$ cat src/rtl/universal_register_if.sv
// ---------------------------------------------------------------------------
// universal_register_if
//
// Purpose:
//   Bundles the operation controls, parallel data and status flags of a
//   universal_register so the register and its controller connect through
//   one port.
//
// Parameters:
//   WIDTH     data width in bits
//
// Signals:
//   clear     synchronous clear to the register's reset value
//   load      load data_in
//   inc       increment by one
//   dec       decrement by one
//   shl       shift left one bit, ser_in enters the LSB
//   shr       shift right one bit, fill chosen by arith
//   arith     shr only: 1 = replicate MSB, 0 = shift in ser_in
//   ser_in    serial fill bit
//   data_in   parallel load data
//   data_out  register contents
//   carry     registered carry / borrow / shift-out bit
//   ovf       registered overflow / saturation-hit flag
//   zero      data_out == 0, combinational
//
// Modports:
//   master    the controller side that issues operations
//   slave     the register side
// ---------------------------------------------------------------------------
interface universal_register_if #(
    parameter int unsigned WIDTH = 8
);

    logic             clear;
    logic             load;
    logic             inc;
    logic             dec;
    logic             shl;
    logic             shr;
    logic             arith;
    logic             ser_in;
    logic [WIDTH-1:0] data_in;
    logic [WIDTH-1:0] data_out;
    logic             carry;
    logic             ovf;
    logic             zero;

    modport master (
        output clear,
        output load,
        output inc,
        output dec,
        output shl,
        output shr,
        output arith,
        output ser_in,
        output data_in,
        input  data_out,
        input  carry,
        input  ovf,
        input  zero
    );

    modport slave (
        input  clear,
        input  load,
        input  inc,
        input  dec,
        input  shl,
        input  shr,
        input  arith,
        input  ser_in,
        input  data_in,
        output data_out,
        output carry,
        output ovf,
        output zero
    );

endinterface

$ cat src/rtl/universal_register.sv
// ---------------------------------------------------------------------------
// universal_register
//
// Purpose:
//   General-purpose datapath register used for the PC, MAR, AC and MQ.
//   It performs one operation per clock, chosen by strict priority:
//   clear > load > inc/dec > shl > shr > hold.
//   Increment and decrement either wrap or clamp, depending on SATURATE.
//   Shifts are logical or arithmetic and never saturate. Every operation
//   also sets a registered carry/shift-out flag and an overflow flag that
//   the AC/MQ sequencing uses for shift and arithmetic steps.
//
// Parameters:
//   WIDTH        data width in bits (>= 2)
//   RESET_VALUE  value taken on rst and on clear
//   SATURATE     0 = inc/dec wrap modulo 2^WIDTH, 1 = clamp at all-ones/zero
//
// Ports:
//   clk          rising-edge clock
//   rst          asynchronous active-high reset
//   bus          universal_register_if slave modport (controls, data, flags)
// ---------------------------------------------------------------------------
module universal_register #(
    parameter int unsigned      WIDTH       = 8,
    parameter logic [WIDTH-1:0] RESET_VALUE = '0,
    parameter bit               SATURATE    = 1'b0
) (
    input logic                 clk,
    input logic                 rst,
    universal_register_if.slave bus
);

    // Boundary patterns that decide carry, overflow and saturation.
    localparam logic [WIDTH-1:0] ALL_ONES = '1;
    localparam logic [WIDTH-1:0] ALL_ZERO = '0;
    localparam logic [WIDTH-1:0] MAX_POS  = {1'b0, {(WIDTH-1){1'b1}}};
    localparam logic [WIDTH-1:0] MIN_NEG  = {1'b1, {(WIDTH-1){1'b0}}};
    localparam logic [WIDTH-1:0] ONE      = WIDTH'(1);

    logic [WIDTH-1:0] data_q;
    logic             carry_q;
    logic             ovf_q;

    logic [WIDTH-1:0] data_next;
    logic             carry_next;
    logic             ovf_next;

    logic             is_all_ones;
    logic             is_zero;
    logic             is_max_pos;
    logic             is_min_neg;
    logic             shr_fill;

    // Comparisons against the current contents, shared by several operations.
    assign is_all_ones = (data_q == ALL_ONES);
    assign is_zero     = (data_q == ALL_ZERO);
    assign is_max_pos  = (data_q == MAX_POS);
    assign is_min_neg  = (data_q == MIN_NEG);

    // Arithmetic right shifts keep the sign. Logical right shifts take the
    // serial bit so that AC and MQ can be chained as one double register.
    assign shr_fill = bus.arith ? data_q[WIDTH-1] : bus.ser_in;

    // Next-state selection. Every operation defines all three state
    // elements. The defaults give hold, which also covers inc and dec
    // asserted together: that pair blocks the shifts below it and keeps
    // the flags.
    always_comb begin
        data_next  = data_q;
        carry_next = carry_q;
        ovf_next   = ovf_q;

        if (bus.clear) begin
            data_next  = RESET_VALUE;
            carry_next = 1'b0;
            ovf_next   = 1'b0;
        end else if (bus.load) begin
            data_next  = bus.data_in;
            carry_next = 1'b0;
            ovf_next   = 1'b0;
        end else if (bus.inc && bus.dec) begin
            data_next  = data_q;
            carry_next = carry_q;
            ovf_next   = ovf_q;
        end else if (bus.inc) begin
            if (SATURATE) begin
                // In saturate mode, ovf means the operation hit the clamp.
                // Carry never fires in this mode.
                data_next  = is_all_ones ? data_q : (data_q + ONE);
                carry_next = 1'b0;
                ovf_next   = is_all_ones;
            end else begin
                data_next  = data_q + ONE;
                carry_next = is_all_ones;
                ovf_next   = is_max_pos;
            end
        end else if (bus.dec) begin
            if (SATURATE) begin
                data_next  = is_zero ? data_q : (data_q - ONE);
                carry_next = 1'b0;
                ovf_next   = is_zero;
            end else begin
                // Carry is the borrow out of the subtraction.
                data_next  = data_q - ONE;
                carry_next = is_zero;
                ovf_next   = is_min_neg;
            end
        end else if (bus.shl) begin
            // A left shift overflows when the sign bit changes.
            data_next  = {data_q[WIDTH-2:0], bus.ser_in};
            carry_next = data_q[WIDTH-1];
            ovf_next   = data_q[WIDTH-1] ^ data_q[WIDTH-2];
        end else if (bus.shr) begin
            data_next  = {shr_fill, data_q[WIDTH-1:1]};
            carry_next = data_q[0];
            ovf_next   = 1'b0;
        end
    end

    // The register and both flags update together. Reset is asynchronous,
    // so the reset value shows up on data_out as soon as rst rises.
    always_ff @(posedge clk or posedge rst) begin
        if (rst) begin
            data_q  <= RESET_VALUE;
            carry_q <= 1'b0;
            ovf_q   <= 1'b0;
        end else begin
            data_q  <= data_next;
            carry_q <= carry_next;
            ovf_q   <= ovf_next;
        end
    end

    // Zero is decoded directly from the register, so it has no extra latency.
    assign bus.data_out = data_q;
    assign bus.carry    = carry_q;
    assign bus.ovf      = ovf_q;
    assign bus.zero     = (data_q == ALL_ZERO);

endmodule

$ cat src/flat_wrapper.sv
// flat-port wrapper written by rule: the top's interface ports become plain ports
module universal_register_flat 
#(
    parameter int unsigned      WIDTH       = 8,
    parameter logic [WIDTH-1:0] RESET_VALUE = '0,
    parameter bit               SATURATE    = 1'b0
)
  (clk, rst, bus_clear, bus_load, bus_inc, bus_dec, bus_shl, bus_shr, bus_arith, bus_ser_in, bus_data_in, bus_data_out, bus_carry, bus_ovf, bus_zero);
  universal_register_if #(.WIDTH(WIDTH)) bus_i ();
  input logic clk;
  input logic rst;
  input wire logic [$bits(bus_i.clear)-1:0] bus_clear;
  input wire logic [$bits(bus_i.load)-1:0] bus_load;
  input wire logic [$bits(bus_i.inc)-1:0] bus_inc;
  input wire logic [$bits(bus_i.dec)-1:0] bus_dec;
  input wire logic [$bits(bus_i.shl)-1:0] bus_shl;
  input wire logic [$bits(bus_i.shr)-1:0] bus_shr;
  input wire logic [$bits(bus_i.arith)-1:0] bus_arith;
  input wire logic [$bits(bus_i.ser_in)-1:0] bus_ser_in;
  input wire logic [$bits(bus_i.data_in)-1:0] bus_data_in;
  output wire logic [$bits(bus_i.data_out)-1:0] bus_data_out;
  output wire logic [$bits(bus_i.carry)-1:0] bus_carry;
  output wire logic [$bits(bus_i.ovf)-1:0] bus_ovf;
  output wire logic [$bits(bus_i.zero)-1:0] bus_zero;
  assign bus_i.clear = bus_clear;
  assign bus_i.load = bus_load;
  assign bus_i.inc = bus_inc;
  assign bus_i.dec = bus_dec;
  assign bus_i.shl = bus_shl;
  assign bus_i.shr = bus_shr;
  assign bus_i.arith = bus_arith;
  assign bus_i.ser_in = bus_ser_in;
  assign bus_i.data_in = bus_data_in;
  assign bus_data_out = bus_i.data_out;
  assign bus_carry = bus_i.carry;
  assign bus_ovf = bus_i.ovf;
  assign bus_zero = bus_i.zero;
  universal_register #(.WIDTH(WIDTH), .RESET_VALUE(RESET_VALUE), .SATURATE(SATURATE)) u_core (.clk(clk), .rst(rst), .bus(bus_i));
endmodule
$ cat config.mk
export PLATFORM = sky130hd
export DESIGN_NAME = universal_register_flat
export DESIGN_NICKNAME = d
export VERILOG_FILES = /design/src/rtl/universal_register_if.sv /design/src/rtl/universal_register.sv /design/src/flat_wrapper.sv
export SDC_FILE = /design/constraint.sdc
export NUM_CORES = 1
export LEC_CHECK = 0
export ABC_AREA = 1
export BUFFER_PORTS_ARGS = -buffer_cell sky130_fd_sc_hd__buf_2
export CORE_AREA = 2 2 54 56
export DETAILED_ROUTE_END_ITERATION = 8
export DIE_AREA = 0 0 56 58
export GPL_TIMING_DRIVEN = 0
export HOLD_SLACK_MARGIN = 0.08
export PLACE_DENSITY = 0.65
export SYNTH_ARGS = -nofsm -noshare
export SYNTH_HDL_FRONTEND = slang
export SYNTH_SLANG_ARGS = --single-unit
$ cat constraint.sdc
create_clock -name clk -period 1.7 [get_ports clk]
set_input_delay 0.34 -clock clk [delete_from_list [all_inputs] [get_ports clk]]
set_output_delay 0.34 -clock clk [all_outputs]
set_load 0.005 [all_outputs]
# Yosys cells after proc, flatten, opt, wreduce, memory -nomap -nowiden
# Cells that the tools add are included.
# word_totals
regBits,10
input_bits,18
out_inout_bits,11
word_cells,39
# op_classes
n_addsub,2
n_eq_ne,5
muxes,22
bitwise,1
reduce_logical,5
# op_table
cell,count
$mux W8,7
$eq A8 B8 Y1 const B,2
$mux W1,15
$add A8 B1 Y8 const B,1
$eq A8 B7 Y1 const B,1
$logic_not A8 Y1,1
$sub A8 B1 Y8 const B,1
$ne A6 B6 Y1 const B,1
$reduce_bool A6 Y1,1
$ne A3 B3 Y1 const B,1
$reduce_and A3 Y1,1
$reduce_and A2 Y1,1
$logic_and A1 B1 Y1,1
$xor A1 B1 Y1,1

# Longest topological paths before layout
# depth
ltp_word,8
ltp_mapped,12

# Worst setup path before layout
# OpenSTA, ideal clock, no wires.
# synth_timing
path_kind,flip-flop to flip-flop
from,"register u_core.data_q[0], in the netlist u_core.bus.data_out[0]"
to,"register u_core.data_q[6], in the netlist u_core.bus.data_out[6]"
setup_time_ps,116
arrival_time_ps,1231
t_required_ps,1584
slack_ps,352
stages_incl_launch_ff,11
path_buffers,0
synth_period_minus_slack_ps,1348
cell_sequence,dfrtp_1 -> ha_1 -> nand3_2 -> nor2_2 -> nand2_1 -> nand2_1 -> nand3_1 -> o211ai_1 -> nand2_1 -> nand2_1 -> nand2_1
# synth_between
elab_chain_cells,6
word_cells_on_any_way,7
cone_classes,2 x add/sub; 5 x mux
# synth_rtl
item,line_no,source
"start, declared",universal_register.sv:40,logic [WIDTH-1:0] data_q;
"start signal, assigned",universal_register.sv:128,data_q <= data_next;
$sub A8 B1 Y8,universal_register.sv:104,data_next = data_q - ONE;
$mux W8,universal_register.sv:97,end else if (bus.dec) begin
$mux W8 (*),universal_register.sv:85,end else if (bus.inc) begin
$mux W8 (*),universal_register.sv:81,end else if (bus.inc && bus.dec) begin
$mux W8 (*),universal_register.sv:77,end else if (bus.load) begin
$mux W8 (*),universal_register.sv:73,if (bus.clear) begin
# Every way passes the cells marked *; elsewhere a longest branch is shown, timed or not. The select of a mux whose other input is x is not followed.
# A chain may end at the register's enable or synchronous reset.

# Final worst setup path
# layout_timing
from,"register u_core.data_q[1], in the netlist u_core.bus.data_out[1]"
to,output port bus_zero
# layout_between
elab_chain_cells,1
# layout_rtl
item,line_no,source
$logic_not A8 Y1,universal_register.sv:138,assign bus.zero = (data_q == ALL_ZERO);
"end, declared",flat_wrapper.sv:24,output wire logic [$bits(bus_i.zero)-1:0] bus_zero;
# No other way between the ends.

==> flow_summary_export.csv <==
group,metric,value,unit
die,die_y,58,um
grt,grt_max_degree,11,
power,power.leakage,0.000729,uW
worst_setup_path,cp.arrival,1.32,ns
power,peakVddDrop,441,uV
timing,relSlewSlack,71.2,%
worst_setup_path,r2r_setup_slack,0.17,ns
run,cap_violations,0,
die,placeableCoreArea,0.00266,mm^2
worst_setup_path,crit_path_top_delay_cell,"dfrtp_1",
grt,grt_pass1_vias,1259,
detailed_routing,drt-initial-drc-count,54,
finish,num_antenna_cells,0,
timing,fin_skew,0.00522,ns
yosys,avgSynthCellArea,6.41,um^2
power,power,834,uW
worst_hold_path,hold_class,"primary input to flip-flop",
detailed_routing,drc_errors,0,
timing,setup_viol,0,
finish,fin_nets,244,
place,portBuffers,27,
cts,insertion_delay,0.27,ns
die,rows,19,
worst_setup_path,timing_worst_setup_path_type,"flip-flop to primary output",
die,die_w,56,um
detailed_routing,m1WireLength,1.52,mm
die,dieArea,0.00325,mm^2
yosys,synth-seq-area-share,21.4,%
power,p_per_area,577,mW/mm^2
grt,antenna_found_initial,0,
cts,clockBufferDepth,2,
worst_setup_path,crit_path_frequent_cell,"inv_2",
yosys,netlist_area,0.00117,mm^2
finish,drive_gt1_share,31.8,%
timing,max_freq,603,MHz
detailed_routing,drt_pass1_iterations,4,
worst_setup_path,cp_top_family,"flip-flops",
worst_setup_path,crit_fanout,4,
timing,rsz0062_at_grt,"true",
die,ios,29,
worst_setup_path,crit_buf_inv,3,
grt,grt_pass1_wl,5.83,mm
worst_setup_path,crit_chain,"inv_2 > ha_4 > nand2_2 > nor2_4 > nand3_2 > inv_2 > buf_2",
detailed_routing,num_vias,1342,
worst_setup_path,cp-end-kind,"primary output",
yosys,yosysUniqueCellTypes,29,
detailed_routing,vias_per_cell,5.41,
yosys,syn-num-nets,207,
detailed_routing,ant_nets,0,
cts,htreeDepth,1,
place,place_congestion,0.938,
place,dp_hpwl,2.66,mm
timing,drv_slew,0,
worst_setup_path,critPathLaunchType,"flip-flop",
detailed_routing,wl_per_cell,14.2,um
grt,grt.overflow.total,0,
timing,min_period_over_period,97.5,%
timing,finalHoldViolations,0,
timing,min_period,1.66,ns
yosys,yosys_warnings,0,
die,start_util,43.8,%
detailed_routing,highest_layer,"met4",
finish,areaGrowthSynthToFinish,23.8,%
cts,cts_sinks,10,
worst_setup_path,critical_path.max_stage_delay,0.40,ns
yosys,synthCells,182,
cts,cts_buffers,3,
detailed_routing,wl_met3,207,um
cts,cts_root_buffer,"clkbuf_4",
yosys,ys_seq_elements,10,
status,status,"finished, final reports clean",
cts,cts_tree,"done",
finish,final_cell_count_no_fill,248,
detailed_routing,met2_length,1.75,mm
grt,grtUsageTotal,22.7,%
detailed_routing,wl,3.52,mm
timing,worstMarginPinSlew,0.431,ns
worst_setup_path,crit_required,1.36,ns
cts,clk_transition_reported_paths,0.07,ns
place,dp.cells,240,
-- synth_stat cells --
library cell / count / area share (%)
o22ai_1: 4 / 2.1
nor3_1: 2 / 0.86
xor2_1: 1 / 0.75
a21oi_1: 10 / 4.3
nor2_2: 3 / 1.6
ha_1: 7 / 7.5
inv_2: 3 / 0.96
nor2_4: 1 / 0.96
xnor2_1: 1 / 0.75
nand2_1: 42 / 14
o31ai_1: 1 / 0.64
nand3_1: 14 / 6.0
buf_4: 2 / 1.3
inv_1: 18 / 5.8
dfrtp_1: 10 / 21
nor2_1: 16 / 5.1
nand2_2: 2 / 1.1
o21ai_2: 1 / 0.75
o211ai_1: 8 / 5.1
buf_2: 4 / 1.7
nor2_8: 1 / 1.7
a31oi_1: 3 / 1.6
nand3_2: 1 / 0.86
o21ai_0: 17 / 7.3
inv_4: 2 / 1.1
buf_6: 2 / 1.9
nand2_4: 1 / 0.96
o21ai_1: 4 / 1.7
nand4_1: 1 / 0.54
-- layout by cell type (no fill, tap or decap), drive strengths merged --
master and count:
nand3 15, nor3 2, a31oi 3, buf 39
o211ai 8, inv 23, ha 7, o22ai 4
nor2 21, o31ai 1, o21ai 22, nand2 45
nand4 1, xor2 1, clkbuf 3, a21oi 10
dfrtp 10, dlygate4sd3 1, xnor2 1
-- final timing paths --
check                                                    from                            endpoint  cells after the start
max in group asynchronous                                 rst  u_core.bus.data_out[3]$_DFFE_PP0P_                      3
min in group asynchronous                                 rst  u_core.bus.data_out[5]$_DFFE_PP0P_                      3
hold / removal                                 bus_data_in[3]  u_core.bus.data_out[3]$_DFFE_PP0P_                      3
setup / recovery           u_core.bus.data_out[1]$_DFFE_PP0P_                            bus_zero                      7
hold reg to reg                    u_core.bus.ovf$_DFFE_PP0P_          u_core.bus.ovf$_DFFE_PP0P_                      2
setup reg to reg           u_core.bus.data_out[1]$_DFFE_PP0P_  u_core.bus.data_out[6]$_DFFE_PP0P_                     10
-- flip-flops by register name, summed over array words and instances (netlist names) --
name,count
u_core.bus.ovf,1
u_core.bus.data_out,8
u_core.bus.carry,1
-- per-layer routing --
layer	vias up	global-route usage (%)
met4	0	7.48
met3	6	4.02
li1	675	-
met1	616	28.8
met5	-	0
met2	45	39.2
-- power by group --
part	internal (uW)	total, uW	leakage (uW)	switching [uW]
registers	259	286	0.000126	27.4
clock network	81.9	175	0.0000138	93.1
logic	149	373	0.000589	224
total	490	834	0.000729	345
-- worst reg2reg max path: cells and delay by family (launching register included) --
kind | cells | cell delay (ns)
DFF | 1 | 0.40
and+or+nand+nor | 5 | 0.36
AOI/OAI and AO/OA | 2 | 0.27
buffers and inverters | 2 | 0.24
adders and majority gates | 1 | 0.18
-- layout make-up --
class | instances | area [um^2]
fillers | 280 | 1220
multi-input cells | 141 | 806
flip-flops and latches | 10 | 254
repair buffers | 32 | 175
inverters | 23 | 91.3
plain buffers | 8 | 57.6
well taps | 31 | 38.8
clock buffers | 3 | 22.5
-- per-stage QoR --
step / hold slack (ns) / TNS, ns / setup WS, ns / util, % / area [um^2]
floorplan: 0.180 / 0 / 0.352 / - / 1170
global placement: 0.356 / 0 / 0.129 / 50.4 / 1340
detailed placement: 0.363 / 0 / 0.154 / 50.4 / 1340
CTS: 0.301 / 0 / 0.00715 / 52.3 / 1390
global route: 0.309 / -0.0483 / -0.0483 / 54.3 / 1450
finish: 0.304 / 0 / 0.0418 / 54.3 / 1450
-- repair_timing --
item,CTS,global route
hold endpoints to repair,10,0
resized for setup,6,10
hold buffers,1,0
endpoints found under the setup margin,1,2
pin swaps,0,4
buffers inserted,2,2
-- cells by family (layout without fill, tap and decap cells) --
family,Yosys count,after routing,synth area share [%]
xor gates and xnor gates,2,2,1.50
adders and majority gates,7,7,7.50
and+or+nand+nor,84,84,33.2
AOI/OAI and AO/OA,48,48,23.6
buffers and inverters,31,66,12.8
DFF,10,10,21.4
No activity file was read; power rests on OpenSTA's default activity.
